## src/rtl/fetch_stage_pkg.sv

```systemverilog
// fetch_stage_pkg: shared widths, encodings and buffer entry type for the fetch stage
// Contents: XLEN, NOP encoding, PC increment, fetch_entry_t {instr, pc}, align_pc helper.
package fetch_stage_pkg;
  localparam int XLEN = 32;
  localparam logic [XLEN-1:0] NOP = 32'h0000_0013;
  localparam logic [XLEN-1:0] PC_INC = 32'd4;
  typedef struct packed {
    logic [XLEN-1:0] instr;
    logic [XLEN-1:0] pc;
  } fetch_entry_t;
  function automatic logic [XLEN-1:0] align_pc(input logic [XLEN-1:0] a);
    return a & ~XLEN'(3);
  endfunction
endpackage

```

## src/rtl/fetch_stage_if.sv

```systemverilog
// fetch_stage_if: instruction-memory, redirect and decode handshake bundle of the fetch stage
// master: fetch side (drives imem_req/imem_addr, id_valid/id_instr/id_pc)
// slave:  environment side (drives imem_rdata, redirect_valid/redirect_pc, id_ready)
interface fetch_stage_if;
  import fetch_stage_pkg::*;
  logic            imem_req;
  logic [XLEN-1:0] imem_addr;
  logic [XLEN-1:0] imem_rdata;
  logic            redirect_valid;
  logic [XLEN-1:0] redirect_pc;
  logic            id_valid;
  logic [XLEN-1:0] id_instr;
  logic [XLEN-1:0] id_pc;
  logic            id_ready;
  modport master (
    output imem_req, imem_addr, id_valid, id_instr, id_pc,
    input  imem_rdata, redirect_valid, redirect_pc, id_ready
  );
  modport slave (
    input  imem_req, imem_addr, id_valid, id_instr, id_pc,
    output imem_rdata, redirect_valid, redirect_pc, id_ready
  );
endinterface

```

## src/rtl/fetch_stage_fifo.sv

```systemverilog
// fetch_fifo: circular instruction buffer with synchronous push/pop, flush and occupancy count
// Ports: clk, reset (async, active-high), flush, push/wdata, pop, head (oldest entry), count.
module fetch_fifo
  import fetch_stage_pkg::*;
#(
  parameter int DEPTH = 2
) (
  input  logic                         clk,
  input  logic                         reset,
  input  logic                         flush,
  input  logic                         push,
  input  fetch_entry_t                 wdata,
  input  logic                         pop,
  output fetch_entry_t                 head,
  output logic [$clog2(DEPTH+1)-1:0]   count
);
  localparam int PW = $clog2(DEPTH);
  localparam int CW = $clog2(DEPTH+1);
  fetch_entry_t mem [DEPTH];
  logic [PW-1:0] rd, wr;
  function automatic logic [PW-1:0] nxt(input logic [PW-1:0] p);
    return (p == PW'(DEPTH-1)) ? '0 : p + 1'b1;
  endfunction
  assign head = mem[rd];
  always_ff @(posedge clk or posedge reset) begin
    if (reset) begin
      rd <= '0;
      wr <= '0;
      count <= '0;
      for (int i = 0; i < DEPTH; i++) mem[i] <= '0;
    end else if (flush) begin
      rd <= '0;
      wr <= '0;
      count <= '0;
    end else begin
      if (push) begin
        mem[wr] <= wdata;
        wr <= nxt(wr);
      end
      if (pop) rd <= nxt(rd);
      count <= count + CW'(push) - CW'(pop);
    end
  end
endmodule

```

## src/rtl/fetch_stage.sv

```systemverilog
// fetch_stage: PC generation, synchronous imem request, buffered hand-off to decode with redirect flush
// Ports: clk, reset (async, active-high), bus (fetch_stage_if.master).
// Optional FETCH_PERF_EN adds perf_fetched (accepted pops) and perf_stall (id_valid && !id_ready cycles).
module fetch_stage
  import fetch_stage_pkg::*;
#(
  parameter logic [XLEN-1:0] RESET_PC = 32'h0000_0000,
  parameter int BUF_DEPTH = 2
) (
  input  logic            clk,
  input  logic            reset,
`ifdef FETCH_PERF_EN
  output logic [XLEN-1:0] perf_fetched,
  output logic [XLEN-1:0] perf_stall,
`endif
  fetch_stage_if.master   bus
);
  localparam int CW = $clog2(BUF_DEPTH+1);
  logic [XLEN-1:0] pc, inflight_pc;
  logic inflight, pop, push;
  logic [CW-1:0] count;
  fetch_entry_t head;
  assign pop = bus.id_valid && bus.id_ready;
  // the response arriving in a redirect cycle belongs to the old path
  assign push = inflight && !bus.redirect_valid;
  // reserve a slot for every word already requested so the buffer never overflows
  assign bus.imem_req = !reset && !bus.redirect_valid &&
                        (int'(count) + int'(inflight) - int'(pop) < BUF_DEPTH);
  assign bus.imem_addr = pc;
  assign bus.id_valid = count != '0;
  assign bus.id_instr = head.instr;
  assign bus.id_pc = head.pc;
  fetch_fifo #(.DEPTH(BUF_DEPTH)) u_fifo (
    .clk(clk),
    .reset(reset),
    .flush(bus.redirect_valid),
    .push(push),
    .wdata('{instr: bus.imem_rdata, pc: inflight_pc}),
    .pop(pop),
    .head(head),
    .count(count)
  );
  always_ff @(posedge clk or posedge reset) begin
    if (reset) begin
      pc <= RESET_PC;
      inflight <= 1'b0;
      inflight_pc <= '0;
    end else begin
      inflight <= bus.imem_req;
      inflight_pc <= pc;
      pc <= bus.redirect_valid ? align_pc(bus.redirect_pc) : bus.imem_req ? pc + PC_INC : pc;
    end
  end
`ifdef FETCH_PERF_EN
  always_ff @(posedge clk or posedge reset) begin
    if (reset) begin
      perf_fetched <= '0;
      perf_stall <= '0;
    end else begin
      perf_fetched <= perf_fetched + XLEN'(pop);
      perf_stall <= perf_stall + XLEN'(bus.id_valid && !bus.id_ready);
    end
  end
`endif
endmodule

```

## src/flat_wrapper.sv

```systemverilog
// flat-port wrapper written by rule: the top's interface ports become plain ports
module fetch_stage_flat import fetch_stage_pkg::*;
#(
  parameter logic [XLEN-1:0] RESET_PC = 32'h0000_0000,
  parameter int BUF_DEPTH = 2
)
  (clk, reset, bus_imem_req, bus_imem_addr, bus_id_valid, bus_id_instr, bus_id_pc, bus_imem_rdata, bus_redirect_valid, bus_redirect_pc, bus_id_ready);
  fetch_stage_if bus_i ();
  input  logic clk;
  input  logic reset;
  output wire logic [$bits(bus_i.imem_req)-1:0] bus_imem_req;
  output wire logic [$bits(bus_i.imem_addr)-1:0] bus_imem_addr;
  output wire logic [$bits(bus_i.id_valid)-1:0] bus_id_valid;
  output wire logic [$bits(bus_i.id_instr)-1:0] bus_id_instr;
  output wire logic [$bits(bus_i.id_pc)-1:0] bus_id_pc;
  input wire logic [$bits(bus_i.imem_rdata)-1:0] bus_imem_rdata;
  input wire logic [$bits(bus_i.redirect_valid)-1:0] bus_redirect_valid;
  input wire logic [$bits(bus_i.redirect_pc)-1:0] bus_redirect_pc;
  input wire logic [$bits(bus_i.id_ready)-1:0] bus_id_ready;
  assign bus_imem_req = bus_i.imem_req;
  assign bus_imem_addr = bus_i.imem_addr;
  assign bus_id_valid = bus_i.id_valid;
  assign bus_id_instr = bus_i.id_instr;
  assign bus_id_pc = bus_i.id_pc;
  assign bus_i.imem_rdata = bus_imem_rdata;
  assign bus_i.redirect_valid = bus_redirect_valid;
  assign bus_i.redirect_pc = bus_redirect_pc;
  assign bus_i.id_ready = bus_id_ready;
  fetch_stage #(.RESET_PC(RESET_PC), .BUF_DEPTH(BUF_DEPTH)) u_core (.clk(clk), .reset(reset), .bus(bus_i));
endmodule
```

## config.mk

```make
export PLATFORM = sky130hd
export DESIGN_NAME = fetch_stage_flat
export DESIGN_NICKNAME = d
export VERILOG_FILES = /design/src/rtl/fetch_stage_pkg.sv /design/src/rtl/fetch_stage_if.sv /design/src/rtl/fetch_stage_fifo.sv /design/src/rtl/fetch_stage.sv /design/src/flat_wrapper.sv
export SDC_FILE = /design/constraint.sdc
export NUM_CORES = 1
export LEC_CHECK = 0
export CORE_MARGIN = 8
export CORE_UTILIZATION = 45
export CTS_CLUSTER_SIZE = 24
export DETAILED_ROUTE_END_ITERATION = 10
export GPL_ROUTABILITY_DRIVEN = 0
export PLACE_DENSITY = 0.69
export SLEW_MARGIN = 20
export SYNTH_ARGS = -nofsm -noshare
export SYNTH_HDL_FRONTEND = slang
export SYNTH_HIERARCHICAL = 1
export SYNTH_SLANG_ARGS = --single-unit
```

## constraint.sdc

```tcl
create_clock -name clk -period 4.13 [get_ports clk]
set_input_delay 0.826 -clock clk [delete_from_list [all_inputs] [get_ports clk]]
set_output_delay 0.826 -clock clk [all_outputs]
set_load 0.005 [all_outputs]
```

==> out/metrics.csv, run 1 <==
stage;metric;value;unit
clock_tree;Longest Clk Path Bufs;2;
synthesis;asr flop ratio synth;100;%
timing;max-slew violations;0;
pwr;Final Power;7.66;mW
worst_setup_path;Crit Reg-Reg Startpoint;u_core/u_fifo/count[1]$_DFF_PP0_;
hold_path;hold depth;0;
floorplanning;Initial Util;45.7;%
worst_setup_path;CP cell instances;clkdlybuf4s50_1, and2_1, nor2b_1, o21ai_0, fa_1, xor2_1, nor3_2, clkdlybuf4s50_1;
worst_setup_path;CP max stage delay;0.55;ns
hold_path;beginning of the worst hold path;u_core/bus.imem_addr[24]$_DFFE_PP0P_;
global_route;met1 usage;22.3;%
synthesis;Mapped Area;8860;sq um
placed_design;Placed Cells;1040;
final_layout;final std cells w/o fill;1072;
global_route;GR Util met2;27.7;%
clock_tree;CTS tree;built;
run;Max Cap Violations;0;
pwr;pwr dens;677;nW/um^2
synthesis;post-synth top area share;54.5;%
worst_setup_path;Crit-path slowest cell;clkdlybuf4s50_1;
clock_tree;CTS sink cnt;193;
routing;DRC;0;
timing;Final setup viols;0;
hold_path;Min-Delay Path Class;flop to flop;
placed_design;Final HPWL DP;13.8;mm
routing;Pre-antenna DRT Iters;5;
final_layout;post-layout util;58.3;%
worst_setup_path;Worst Setup Start Kind;primary input;
global_route;M3 GR Usage;4.50;%
timing;Final period util;96.0;%
global_route;initial antenna violation count;0;
timing;clock skew;0.00960;ns
timing;Hold Fails Final Rpt;0;
synthesis;prevailing post-synth register cell;dfrtp_1;
worst_setup_path;most frequent CP cell;clkdlybuf4s50_1;
clock_tree;Reg clk slew, reported paths;0.07;ns
clock_tree;Num CTS Buffers;17;
worst_setup_path;critical path class;primary input to output pin;
global_route;vias in the first global route;6196;
clock_tree;Skew-Pair Late Insertion Delay;0.43;ns
synthesis;Synth area leaders;dfrtp_1, mux2_2, mux2_4;
floorplanning;cell row count;51;
floorplanning;Die W;156;um
floorplanning;Core Area;19400;sq um
global_route;largest net degree at the start of global routing;133;
global_route;GRT Total Usage;17.3;%
clock_tree;root buffer cell;clkbuf_16;
placed_design;post-place setup slack;0.110;ns
synthesis;Syn. warnings;6;
clock_tree;H-tree depth;4;
worst_setup_path;CP arrival;3.14;ns
timing;Achievable Freq;252;MHz
timing;Worst slew margin;35.6;%
floorplanning;Die ar.;24400;sq um
hold_path;hold path endpoint;u_core/inflight_pc[24]$_DFF_PP0_;
routing;via count;5775;
global_route;total gr overflow;0;
synthesis;Seq cells post-synth;193;
routing;initial DRC count;314;
floorplanning;Die H;156;um
worst_setup_path;crit path max fanout;2;
worst_setup_path;Worst Path Required;3.30;ns
synthesis;sequential element share of the synthesized area;54.5;%
final_layout;ANT cells;0;
final_layout;Final #Nets;866;
global_route;first-pass GRT wire length;33.6;mm
placed_design;DP Area;10600;sq um
routing;Vias/cell;5.39;
final_layout;Syn-to-layout area delta;27.6;%
timing;Hold WS;0.473;ns
worst_setup_path;reg2reg path depth;10;
synthesis;Avg Cell Area, Syn;14.0;sq um
pwr;Pleak;4.98;nW
worst_setup_path;CP Capture Type;output pin;
worst_setup_path;Worst R2R Setup Slack;0.78;ns
timing;Fin Setup TNS;0;ns
clock_tree;Hold Buf Count CTS;0;
floorplanning;IO Pins;166;
synthesis;Synth area leader;dfrtp_1;
timing;final setup slack of the worst path;0.163;ns
final_layout;Design Area, Final;11300;sq um
routing;Detail Route Antenna Nets;0;
timing;Slew @ Worst Pin;0.966;ns
worst_setup_path;FF-to-FF End;u_core/bus.imem_addr[26]$_DFFE_PP0P_;
pwr;maximum VDD drop;0.298;mV
synthesis;Synth cell types;51;
routing;DRT Wirelength;20.7;mm
run_status;status;completed;
timing;unrepaired setup endpoints after global routing;no;
global_route;GR peak layer;met2;
final_layout;share of layout cells above drive strength 1;30.5;%
synthesis;Post-synth EDFFs;0;
synthesis;Gate Count Post-Synth;631;
placed_design;port bufs;161;
routing;per-cell routed wire length;19.3;um
timing;min Tclk post-route;3.97;ns
==> cell families after synthesis <==
logic type      synth area share, %
fa+ha+maj                     0.649
xor+xnor                       1.62
simple gates                   8.51
other cells                  0.0423
flops                          54.5
buf+inv                        4.14
mux                            27.0
compound gates                 3.51
==> power breakdown <==
group | switching (mW) | leakage (nW) | internal, mW
registers | 0.494 | 2.42 | 2.53
logic | 0.897 | 2.25 | 1.90
clock network | 0.727 | 0.316 | 1.10
total | 2.12 | 4.98 | 5.54
==> final cells by class <==
class	count	area, sq um
multi-input combinational	399	3700
clock inverter	14	224
timing repair buffer	174	1750
tap	265	332
inverter	9	37.5
sequential	193	4830
clock buffer	18	439
fill	1571	8090
==> cell usage after synthesis (2+ instances only) <==
cell type and number:
nor3_1 4, nor2_1 20, buf_2 9, nand3_1 19
mux2_4 60, o31ai_1 8, and3_1 4, mux2_2 127
buf_4 2, or2_2 3, o21ai_0 18, or3_1 2
o311ai_0 4, xnor2_1 8, nor4_1 6, a31oi_1 12
and4_1 4, nand2_1 26, buf_12 6, dlygate4sd1_1 2
buf_6 10, and2_1 4, nand4_1 13, dfrtp_1 193
nor2b_1 7, clkbuf_1 6, inv_1 9, mux2_1 5
a22oi_1 2, ha_1 3, o211ai_1 3, xor2_1 4
or4_1 10
==> critical path, delay by kind of cell <==
| kind | cells | cell delay [ns] |
|---|---|---|
| xor gates and xnor gates | 1 | 0.18 |
| buffers and inverters | 2 | 1.05 |
| adders and majority gates | 1 | 0.41 |
| and+or+nand+nor | 3 | 0.54 |
| AOI/OAI and AO/OA | 1 | 0.13 |
==> sequential cells by signal, summed over array words and instances, names as in the netlist <==
signal                flops
u_core/inflight           1
u_core/u_fifo/wr          1
u_core/u_fifo/mem       128
u_core/inflight_pc       30
u_core/bus.imem_addr     30
u_core/u_fifo/rd          1
u_core/u_fifo/count       2
==> routing by layer <==
layer	part of all wire [%]	vias up	routed length, um
met5	0	-	0
met4	1.3	0	272
met3	6.4	22	1320
met2	47	217	9760
met1	45	2930	9360
li1	-	2606	-
==> worst max-delay path by stage <==
stage                         to    startpoint  cells past startpoint
floorplan           bus_imem_req  bus_id_ready                      6
global placement    bus_imem_req  bus_id_ready                      8
detailed placement  bus_imem_req  bus_id_ready                      8
CTS                 bus_imem_req  bus_id_ready                      8
global route        bus_imem_req  bus_id_ready                      8
finish              bus_imem_req  bus_id_ready                      8
==> layout by cell type (no fill, tap or decap), drive strengths merged, types with 5 or more instances in the layout <==
cell type / count
or4: 10
nand3: 19
nand4: 15
xnor2: 9
nor2: 20
nand2: 26
o21ai: 18
nor4: 6
buf: 13
dfrtp: 193
clkdlybuf4s50: 161
bufinv: 5
o31ai: 8
nor2b: 7
inv: 13
conb: 6
and3: 5
mux2: 192
a31oi: 12
clkbuf: 18
==> timing repair <==
item | 4_1_cts | 5_1_grt
gates resized for setup | 0 | 1
setup buffers | 0 | 0
endpoints found under the setup margin | 0 | 1
(Power assumes the default switching activity.)
==> run 2, diff against run 1 <==
ABC_CLOCK_PERIOD_IN_PS = 4130   (was default)
==> results of run 2 <==
The final DEF is identical to that of run 1; final timing and power are the same.
==> run 3, diff against run 2 <==
CORE_ASPECT_RATIO = 0.7   (was default)
==> run 3 against run 2 <==
Worst setup slack lost 0.057 ns. Maximum frequency shrank 1.4%. Register-to-register slack lost 0.06 ns. Sequential cell count is the same. Clock power shrank 8%. Largest power group unchanged. Highest routed layer unchanged. Cell count grew 0.65%. Die area grew 0.29%. Non-clock buffer count grew 2. Core utilization shrank 0.81 points. Critical path depth grew 1. Global-route usage grew 0.098 points.
==> out/metrics.csv, run 3 (same netlist as run 1, synthesis figures left out) <==
stage;metric;value;unit
final_layout;max reg flops;128;
timing;Fin Setup TNS;0;ns
floorplanning;cell row count;43;
worst_setup_path;Worst Path Required;3.30;ns
floorplanning;Die W;184;um
clock_tree;root buffer cell;clkbuf_16;
global_route;vias in the first global route;6238;
timing;Worst slew margin;35.4;%
worst_setup_path;CP cell instances;clkdlybuf4s50_1, and2_4, nor2b_2, o21ai_0, fa_1, nand2b_1, nor3_2, buf_4, clkdlybuf4s50_1;
timing;Achievable Freq;249;MHz
final_layout;filler cell count;1586;
global_route;GRT Total Usage;17.4;%
clock_tree;number of post-CTS setup repair buffers;0;
hold_path;Min-Delay Path Class;flop to flop;
timing;Final period util;97.4;%
worst_setup_path;crit path max fanout;2;
global_route;largest net degree at the start of global routing;133;
pwr;maximum VDD drop;0.293;mV
global_route;total gr overflow;0;
routing;initial DRC count;487;
final_layout;most frequent cells in the layout;dfrtp_1, clkdlybuf4s50_1, mux2_2;
routing;per-cell routed wire length;19.7;um
floorplanning;Die H;133;um
timing;Slew @ Worst Pin;0.968;ns
clock_tree;H-tree depth;4;
final_layout;area of the multi-input gates;3700;sq um
worst_setup_path;critical path class;primary input to output pin;
routing;via count;5805;
floorplanning;Initial Util;45.3;%
worst_setup_path;buffers plus inverters on the worst setup path;3;
final_layout;Largest Register;u_core/u_fifo/mem;
clock_tree;Num CTS Buffers;17;
worst_setup_path;Crit-path slowest cell;fa_1;
placed_design;Placed Cells;1047;
routing;Vias/cell;5.38;
timing;Hold Fails Final Rpt;0;
floorplanning;Core Area;19600;sq um
worst_setup_path;Worst Setup Start Kind;primary input;
final_layout;Final #Nets;868;
routing;DRC;0;
final_layout;Syn-to-layout area delta;27.0;%
clock_tree;Longest Clk Path Bufs;2;
worst_setup_path;Worst path top cell family by delay;buffers and inverters;
placed_design;port bufs;161;
clock_tree;Reg clk slew, reported paths;0.08;ns
final_layout;Reg area;4830;sq um
worst_setup_path;CP Capture Type;output pin;
clock_tree;CTS sink cnt;193;
clock_tree;CTS tree;built;
timing;Final setup viols;0;
timing;final setup slack of the worst path;0.107;ns
pwr;Pleak;4.96;nW
pwr;pwr dens;667;nW/um^2
timing;max-slew violations;0;
pwr;Final Power;7.51;mW
final_layout;most common cell after layout, fill and taps aside;dfrtp_1;
final_layout;final std cells w/o fill;1079;
routing;Detail Route Antenna Nets;0;
final_layout;ANT cells;0;
final_layout;share of layout cells above drive strength 1;30.9;%
worst_setup_path;CP arrival;3.20;ns
clock_tree;Hold Buf Count CTS;0;
global_route;first-pass GRT wire length;33.9;mm
clock_tree;Skew-Pair Late Insertion Delay;0.43;ns
floorplanning;Die ar.;24500;sq um
run;Max Cap Violations;0;
run_status;status;completed;
routing;Pre-antenna DRT Iters;5;
floorplanning;IO Pins;166;
timing;clock skew;0.00997;ns
global_route;initial antenna violation count;0;
placed_design;Final HPWL DP;14.5;mm
timing;min Tclk post-route;4.02;ns
placed_design;post-place setup slack;0.136;ns
routing;DRT Wirelength;21.2;mm
worst_setup_path;CP max stage delay;0.53;ns
worst_setup_path;most frequent CP cell;clkdlybuf4s50_1;
## run 3: cell count changes in the layout (fill, tap and decap cells not counted), sizes merged
cell / before / now
clkinv: 1 / 4
clkbuf: 18 / 17
clkinvlp: 4 / 3
bufinv: 5 / 1
buf: 13 / 15
inv: 13 / 16
## run 3: cell type report
class | instances | area share, %
multi-input combinational | 399 | 32.9
sequential | 193 | 42.9
tap | 270 | 3.00
inverter | 9 | 0.333
clock buffer | 17 | 3.78
timing repair buffer | 176 | 15.4
clock inverter | 15 | 1.64
## run 3: path summary, 6_finish.rpt
path	start	endpoint	slack [ns]	cells past startpoint
worst max register to register	u_core/u_fifo/count[1]$_DFF_PP0_	u_core/bus.imem_addr[26]$_DFFE_PP0P_	0.72	10
max in group asynchronous	reset	u_core/inflight_pc[14]$_DFF_PP0_	2.29	3
min in group asynchronous	reset	u_core/bus.imem_addr[3]$_DFFE_PP0P_	0.93	2
worst max-delay path	bus_id_ready	bus_imem_req	0.11	9
worst min-delay path	u_core/bus.imem_addr[24]$_DFFE_PP0P_	u_core/inflight_pc[24]$_DFF_PP0_	0.48	0
worst min register to register	u_core/bus.imem_addr[24]$_DFFE_PP0P_	u_core/inflight_pc[24]$_DFF_PP0_	0.48	0
## run 3: what timing repair did
action | CTS | global route
resized for setup | 0 | 3
setup endpoints to repair | 0 | 1
hold endpoints to repair | 0 | 0
## run 3: where the power goes
group          total, mW  internal, mW  switching (mW)
clock               1.68         0.875           0.810
combinational       2.80          1.91           0.894
sequential          3.02          2.53           0.492
## run 3: metrics by stage
step                      instance area (sq um)  hold slack [ns]  utilization, %
after CTS                                 11200            0.485            57.4
after detailed placement                  10600            0.466            54.3
after global placement                    10600            0.457            54.3
after floorplan                            8890            0.409               -
final                                     11300            0.478            57.5
after global routing                      11300            0.505            57.5
## run 3: routing by layer
metal / routed length [um] / vias to the layer above / GRT usage (%)
li1: - / 2618 / -
met1: 9940 / 2945 / 23.8
met2: 9210 / 227 / 25.3
met3: 1900 / 15 / 6.75
met4: 163 / 0 / 4.56
met5: 0 / - / 0
